[config.mk]
export PLATFORM = sky130hd
export DESIGN_NAME = jk_sync_counter
export DESIGN_NICKNAME = d
export VERILOG_FILES = /design/src/rtl/jk_sync_counter.sv
export SDC_FILE = /design/constraint.sdc
export NUM_CORES = 1
export LEC_CHECK = 0
export ABC_AREA = 1
export BUFFER_PORTS_ARGS = -buffer_cell sky130_fd_sc_hd__buf_2
export CAP_MARGIN = 10
export CORE_AREA = 3 3 40 42
export CTS_CLUSTER_DIAMETER = 200
export DETAILED_ROUTE_END_ITERATION = 7
export DIE_AREA = 0 0 43 45
export PLACE_DENSITY = 0.55
export SYNTH_ARGS = -nofsm -noshare
export SYNTH_HDL_FRONTEND = slang
export SYNTH_SLANG_ARGS = --single-unit
[constraint.sdc]
create_clock -name clk -period 3.1 [get_ports clk]
set_input_delay 0.31 -clock clk [delete_from_list [all_inputs] [get_ports clk]]
set_output_delay 0.31 -clock clk [all_outputs]
set_load 0.005 [all_outputs]
[src/rtl/jk_sync_counter.sv]
// Synchronous modulo-MODULUS up/down counter built from one JK cell per bit.
// Next state comes only from per-bit J/K terms; q and wrap are registered, tc is combinational.
module jk_sync_counter #(
  parameter int unsigned WIDTH   = 4,
  parameter int unsigned MODULUS = 10
) (
  input  logic             clk,
  input  logic             rst_n,
  input  logic             en,
  input  logic             up,
  input  logic             load,
  input  logic [WIDTH-1:0] load_val,
  output logic [WIDTH-1:0] q,
  output logic             tc,
  output logic             wrap
);

  localparam logic [WIDTH-1:0] MAX_VAL    = WIDTH'(MODULUS - 1);
  localparam int unsigned      FULL_RANGE = 1 << WIDTH;

  logic [WIDTH-1:0] load_sat;
  logic [WIDTH-1:0] tog_up;
  logic [WIDTH-1:0] tog_dn;
  logic [WIDTH-1:0] j;
  logic [WIDTH-1:0] k;
  logic             run_up;
  logic             run_dn;
  logic             at_max;
  logic             at_zero;
  logic             wrap_c;

  // Clamp the load value to the top of the count range; nothing to clamp at full binary range.
  if (MODULUS >= FULL_RANGE) begin : g_no_clamp
    assign load_sat = load_val;
  end else begin : g_clamp
    assign load_sat = (load_val > MAX_VAL) ? MAX_VAL : load_val;
  end

  // Out-of-range counts are folded into the terminal case when counting up.
  assign at_max  = (q >= MAX_VAL);
  assign at_zero = (q == '0);

  assign tc     = en & ((up & (q == MAX_VAL)) | (~up & at_zero));
  assign wrap_c = en & ~load & (up ? at_max : at_zero);

  // Ripple-free toggle masks: bit i toggles when all lower bits are 1 (up) or 0 (down).
  always_comb begin
    run_up = 1'b1;
    run_dn = 1'b1;
    tog_up = '0;
    tog_dn = '0;
    for (int i = 0; i < WIDTH; i++) begin
      tog_up[i] = run_up;
      tog_dn[i] = run_dn;
      run_up    = run_up & q[i];
      run_dn    = run_dn & ~q[i];
    end
  end

  // J/K steering: load > count > hold.
  always_comb begin
    j = '0;
    k = '0;
    if (load) begin
      j = load_sat;
      k = ~load_sat;
    end else if (en) begin
      if (up) begin
        if (at_max) begin
          j = '0;
          k = '1;
        end else begin
          j = tog_up;
          k = tog_up;
        end
      end else begin
        if (at_zero) begin
          j = MAX_VAL;
          k = ~MAX_VAL;
        end else begin
          j = tog_dn;
          k = tog_dn;
        end
      end
    end
  end

  // JK cell bank plus the wrap pulse register.
  always_ff @(posedge clk) begin
    if (!rst_n) begin
      q    <= '0;
      wrap <= 1'b0;
    end else begin
      q    <= (j & ~q) | (~k & q);
      wrap <= wrap_c;
    end
  end

endmodule

# == Yosys cells after proc, flatten, opt, wreduce, memory -nomap -nowiden ==
# Cells that the tools add are included.
# classes
addsub,0
order_cmp,2
shifts,0
eq_ne,1
reduce_logical,1
multipliers,0
div_mod_pow,0
mux,12
n_bitwise,21
# op_table
operator,n
two-way mux 4 bit,11
NOT 4 bit,3
AND 1 bit,9
AND 4 bit,2
NOT 1 bit,5
== test 4 bit (second input constant),1
greater-or-equal comparator 4 bit (second input constant),1
> comparator 4 bit (second input constant),1
zero test 4 bit,1
OR 4 bit,1
two-way mux 1 bit,1
OR 1 bit,1
# totals
latch_bits,0
ram_bits,0
mem_bits_ro,0
in_bits,9
regBits,5
word_cells,39
mem_count,0

# == Logic depth before layout (Yosys ltp) ==
# Gate-level depths: netlist (run 1).
# depth
word_depth,10
depth_mapped,8

# == Least setup slack after synthesis (run 1) ==
# Ideal clock, no wire load.
# synth_timing
path_kind,input to output
startpoint,input up
endpoint,output tc
required_time_ps,2790
t_arrival_ps,875
setup_slack_ps,1915
path_stages,4
path_cell_list,buf_2 nor2_1 nand3_1 a21oi_1
# synth_via
elab_chain_cells,4
word_cells_on_any_way,5
cone_classes,bitwise (5)
# synth_rtl
item,line,text
"start, declared",10,"input logic up,"
NOT 1 bit,43,assign tc = en & ((up & (q == MAX_VAL)) | (~up & at_zero));
AND 1 bit,43,
OR 1 bit (*),43,
AND 1 bit (*),43,
"end, declared",14,"output logic tc,"
# Every way passes the cells marked *; elsewhere a longest branch is shown, timed or not.

# == Worst setup path in the final report (run 1) ==
# layout_timing
startpoint,register q[0]
endpoint,output tc
# layout_via
elab_chain_cells,4
word_cells_on_any_way,6
cone_classes,eq/ne (1); bitwise (4); reduce/logical (1)
# layout_rtl
item,line,text
"start, declared",13,"output logic [WIDTH-1:0] q,"
"start signal, assigned",94,q <= (j & ~q) | (~k & q);
== test 4 bit or zero test 4 bit (tied branches),"43, 41",
AND 1 bit,43,
OR 1 bit (*),43,
AND 1 bit (*),43,
# Marks and branches as above.

==> out/summary.txt, run 1 <==
Status: complete, no violations
CTS root buffer: clkbuf_4
Number of global-route vias before repair: 489
First-pass GRT wire length: 1970 um
Leakage Power: 0.307 nW
R2r worst-path depth: 7
Cts bufs inserted: 3
Remaining Overflow, GRT: 0
Clock transition at path regs: 40 ps
Crit path DAT: 1250 ps
Ranking of synthesized cells by area: dfxtp_1, nand2_1, nor2_1
Critical Path Fanout Max: 8
Mapped Cells: 84
Die Y: 45 um
Peak supply drop: 146 uV
Hold Buf Count CTS: 0
Hpwl dp: 925 um
Logic pwr share: 0.272
Slew at the pin closest to its max-slew limit: 313 ps
Antenna Nets Post-Route: 0
Yosys warns: 0
Ratio of cells with drive above 1 in the final layout: 0.198
Unique masters post-synth: 13
Largest net degree at the start of global routing: 10
Total GRT Usage: 0.135
Syn-to-layout area delta: 25.1%
Die area: 1940 um2
Clock Skews: 5.18 ps
FP Rows: 13
Finished Layout Cells: 116
Power Density: 374 nW/um2
Syn nets: 93
Die width: 43 um
Final Wtd Congestion: 0.877
PortBufs: 14
Post-Syn Area: 439 um2
Drc violations: 0
Critical path startpoint category: flip-flop
Core region area: 1280 um2
RSZ-0062 raised after global routing: no
Setup crit end kind: output port
Initial Util: 0.342
Post-route minimum period: 1560 ps
Required @ worst endpoint: 2790 ps
Initial DRC count: 5
Reg-to-reg slack, setup: 1910 ps
Flop pwr share: 0.371
Switching pwr: 0.0659 mW
DR WL/cell: 9.90 um
Final Cycle Share: 0.502
NumNets Final: 111
# setup viols final: 0
Total Wirelength: 1150 um
Mean Syn Cell Area: 5.23 um2
Internal: 0.140 mW
H-tree Lvls: 1
Postcts setup bufs: 0
Clk sinks: 5
Worst setup path category: flip-flop to output port
Final Max Tran Viols: 0
Fmax: 643 MHz
Boundary pin count: 15
TritonRoute pass-1 iters: 4
Max_cap viols: 0
Hold path cells: 3
Antenna violations before repair: 0
Setup TNS: 0 ps
Clk buf depth: 2
Post-synth top area share: 0.228
Relative slew margins: 0.791
Clock power share: 0.356
Hold violation total from the final report: 0
Number of synthesized register bits: 5
Switching fraction of total power: 0.320
Worst-Skew Late Latency: 240 ps
ANT cells: 0
Top cell type by total area after synthesis: dfxtp_1
TritonCTS clock tree: yes
Vias per cell: 4.78
Via count: 554
Placed insts: 112
Share of the yosys chip area belonging to registers: 0.228
Post-cts sizing count: 0
Worst min path class: input port to flip-flop
## logic make-up (layout without fill, tap and decap cells)
family / Yosys count / in the layout / share of synthesized area
simple gates: 60 / 60 / 0.581
compound gates: 7 / 7 / 0.0855
flops: 5 / 5 / 0.228
buf+inv: 12 / 29 / 0.105
## sequential cells by signal (all words and copies together), names as in the netlist
| register | cells |
|---|---|
| q | 4 |
| wrap | 1 |
## layout by cell type, fill, tap and decap left out
cell type	n
a211oi_1	1
a21oi_1	5
buf_2	14
clkbuf_1	1
clkbuf_4	3
dfxtp_1	5
inv_1	11
nand2_1	24
nand2_2	2
nand3_1	9
nand3b_1	1
nand4_1	1
nor2_1	22
nor2_4	1
o21ai_0	1
## metrics by stage
step | utilization | hold slack, ps | worst slack (ps) | total power, mW | instance area (um2)
floorplan | - | 408 | 1920 | 0.114 | 439
global placement | 0.407 | 509 | 1790 | 0.134 | 523
detailed placement | 0.407 | 516 | 1760 | 0.133 | 523
CTS | 0.427 | 273 | 1550 | 0.208 | 549
global route | 0.427 | 283 | 1400 | 0.222 | 549
finish | 0.427 | 280 | 1540 | 0.206 | 549
## routing by layer
metal,global-route usage,part of all wire,vias up
li1,-,-,297
met5,0,0,-
met4,0.0361,0,0
met3,0.0398,0.067,0
met2,0.237,0.46,14
met1,0.161,0.47,243
## path summary, 6_finish.rpt
check,startpoint,endpoint
setup reg to reg,q[0]$_SDFF_PN0_,q[1]$_SDFF_PN0_
hold / removal,rst_n,q[0]$_SDFF_PN0_
setup / recovery,q[0]$_SDFF_PN0_,tc
hold reg to reg,q[3]$_SDFF_PN0_,q[3]$_SDFF_PN0_
## critical path, cell delays in order, from the launching register on
cell,delay [ps]
dfxtp_1,390
nor2_4,190
nand3_1,150
a21oi_1,160
buf_2,120
## Yosys cell counts (all sizes together)
cell type and n:
o21ai 1, a21oi 5, dfxtp 5, inv 11, nand4 1, nand3 9, a211oi 1, nor2 23
nand3b 1, buf 1, nand2 26
## layout make-up
type                    instances  area, um2
inverters                      11       41.3
well taps                      15       18.8
clock buffers                   4       26.3
fillers                       159        736
flip-flops and latches          5        100
repair buffers                 14       70.1
multi-input cells              67        293
## power by group through the flow
| stage | registers, mW | clock network [mW] | logic (mW) |
|---|---|---|---|
| 3_5_place_dp | 0.0775 | 0 | 0.0559 |
| 5_1_grt | 0.0771 | 0.0792 | 0.0653 |
| 4_1_cts | 0.0763 | 0.0755 | 0.0564 |
| 3_3_place_gp | 0.0775 | 0 | 0.0567 |
| 2_1_floorplan | 0.0765 | 0 | 0.0374 |
| 6_report | 0.0763 | 0.0733 | 0.0560 |
No activity file was read; power rests on OpenSTA's default activity.
==> run 2: changes to the inputs <==
ABC_AREA = 0   (was 1)
PLACE_DENSITY = 0.58   (was 0.55)
clock period = 1.4 ns   (was 3.1 ns; I/O delays follow)
==> out/summary.txt, run 2 <==
Status: complete, but fails checks
Failing checks: setup timing
Required @ worst endpoint: 1260 ps
Worst setup path category: flip-flop to output port
Placement Setup Slack: -24.6 ps
TritonRoute pass-1 iters: 2
Top_reg_cell synth: dfxtp_1
Via count: 500
Yosys warns: 0
Peak supply drop: 471 uV
Mapped Cells: 55
Slew at the pin closest to its max-slew limit: 389 ps
Total Wirelength: 1120 um
TritonCTS clock tree: yes
Biggest registers after layout: q (4), wrap (1)
Relative slew margins: 0.737
Syn-to-layout area delta: 43.0%
Clock transition at path regs: 40 ps
Remaining Overflow, GRT: 0
Die Y: 45 um
Post-synth top area share: 0.225
Critical Path Fanout Max: 3
Biggest register: q
Largest register FFs: 4
Drc violations: 0
RSZ-0062 raised after global routing: yes
Post-synth ARST share: 0
Worst-Skew Late Latency: 240 ps
Vias per cell: 5.32
Post-route minimum period: 1540 ps
CTS root buffer: clkbuf_4
Die area: 1940 um2
Setup crit end kind: output port
Hold violation total from the final report: 0
# setup viols final: 3
Syn nets: 64
ANT cells: 0
Cts bufs inserted: 3
PortBufs: 14
Worst hold slack: 142 ps
Most frequent cells in the layout: buf_2, buf_4, nand2_1
Worst min path class: input port to flip-flop
Top cell type by total area after synthesis: dfxtp_1
H-tree Lvls: 1
Antenna Nets Post-Route: 0
Core region area: 1280 um2
Initial Util: 0.347
Crit path DAT: 1400 ps
Leakage Power: 0.278 nW
Post-route worst setup slack: -144 ps
DR WL/cell: 11.9 um
Mean Syn Cell Area: 8.10 um2
Share of the yosys chip area belonging to registers: 0.225
Fill cells: 122
Critical path startpoint category: flip-flop
First-pass GRT wire length: 1840 um
Largest net degree at the start of global routing: 13
Fmax: 648 MHz
Hpwl dp: 861 um
Number of synthesized register bits: 5
Ranking of synthesized cells by area: dfxtp_1, buf_6, or4b_1
Unique masters post-synth: 32
Final Wtd Congestion: 0.731
NumNets Final: 89
Antenna violations before repair: 0
FP Rows: 13
Hold Buf Count CTS: 0
Commonest non-fill, non-tap cell in the layout: buf_2
Initial DRC count: 7
Die width: 43 um
Final Cycle Share: 1.10
Post-Syn Area: 445 um2
Final Max Tran Viols: 0
Clk buf depth: 2
Clk sinks: 5
Total GRT Usage: 0.125
Clock Skews: 1.62 ps
Max_cap viols: 0
Ratio of cells with drive above 1 in the final layout: 0.456
Synth cell count leaders: dfxtp_1, nand2_1, inv_1
Number of synthesized flops with an enable pin: 0
Power Density: 766 nW/um2
Number of global-route vias before repair: 442
Boundary pin count: 15
-- run 2: cell count changes after synthesis, moves of 3 or more --
| cell | change |
|---|---|
| inv_1 | -7 |
| nor2_1 | -20 |
| nand3_1 | -8 |
| nor2b_1 | +3 |
| nand2_1 | -19 |
-- run 2: critical path, cell delays in order (launching register included) --
cell	delay, ps
dfxtp_4	340
or3_4	390
a2111oi_4	280
buf_2	160
-- run 2: repair_timing --
item | 4_1_cts | 5_1_grt
pin swaps | 2 | 1
buffers inserted | 3 | 0
endpoints found under the setup margin | 2 | 3
resized for setup | 3 | 5
hold endpoints to repair | 0 | 0
-- run 2: logic make-up after synthesis --
kind of cell | count (synthesis) | synth area share
flip-flops | 5 | 0.225
XOR/XNOR | 1 | 0.0197
AND/OR/NAND/NOR | 23 | 0.337
buffers and inverters | 9 | 0.115
AO/OA/AOI/OAI | 17 | 0.303
-- run 2: where the power goes --
part           internal (mW)  switching (mW)
clock                  0.107          0.0543
combinational         0.0859          0.0697
sequential             0.153          0.0171
-- run 2: routing by layer --
metal | GRT usage | up-vias | routed length, um
li1 | - | 263 | -
met1 | 0.162 | 222 | 544
met2 | 0.204 | 13 | 500
met3 | 0.0359 | 2 | 61
met4 | 0.0361 | 0 | 10
met5 | 0 | - | 0
-- run 2: area by class of cell --
cell class / instances / area [um2] / share of cell area
multi-input cells: 41 / 315 / 0.495
repair buffers: 25 / 153 / 0.240
flip-flops and latches: 5 / 109 / 0.171
clock buffers: 4 / 26.3 / 0.0413
well taps: 15 / 18.8 / 0.0295
inverters: 4 / 15.0 / 0.0236
-- run 2: worst paths after layout --
check / slack (ps) / endpoint / startpoint / depth (start not counted)
worst max-delay path: -140 / tc / q[3]$_SDFF_PN0_ / 3
worst min-delay path: 140 / q[0]$_SDFF_PN0_ / load_val[0] / 3
worst max register to register: -50 / q[1]$_SDFF_PN0_ / q[3]$_SDFF_PN0_ / 5
worst min register to register: 570 / q[2]$_SDFF_PN0_ / q[2]$_SDFF_PN0_ / 2
-- run 2: stage by stage --
stage	power [mW]	util	area [um2]	cells	setup TNS, ps
finish	0.488	0.496	637	94	-220
global route	0.517	0.496	637	94	-352
CTS	0.484	0.476	612	94	-209
detailed placement	0.306	0.434	558	87	-24.6
global placement	0.306	0.434	558	87	-5.45
floorplan	0.251	-	445	55	0
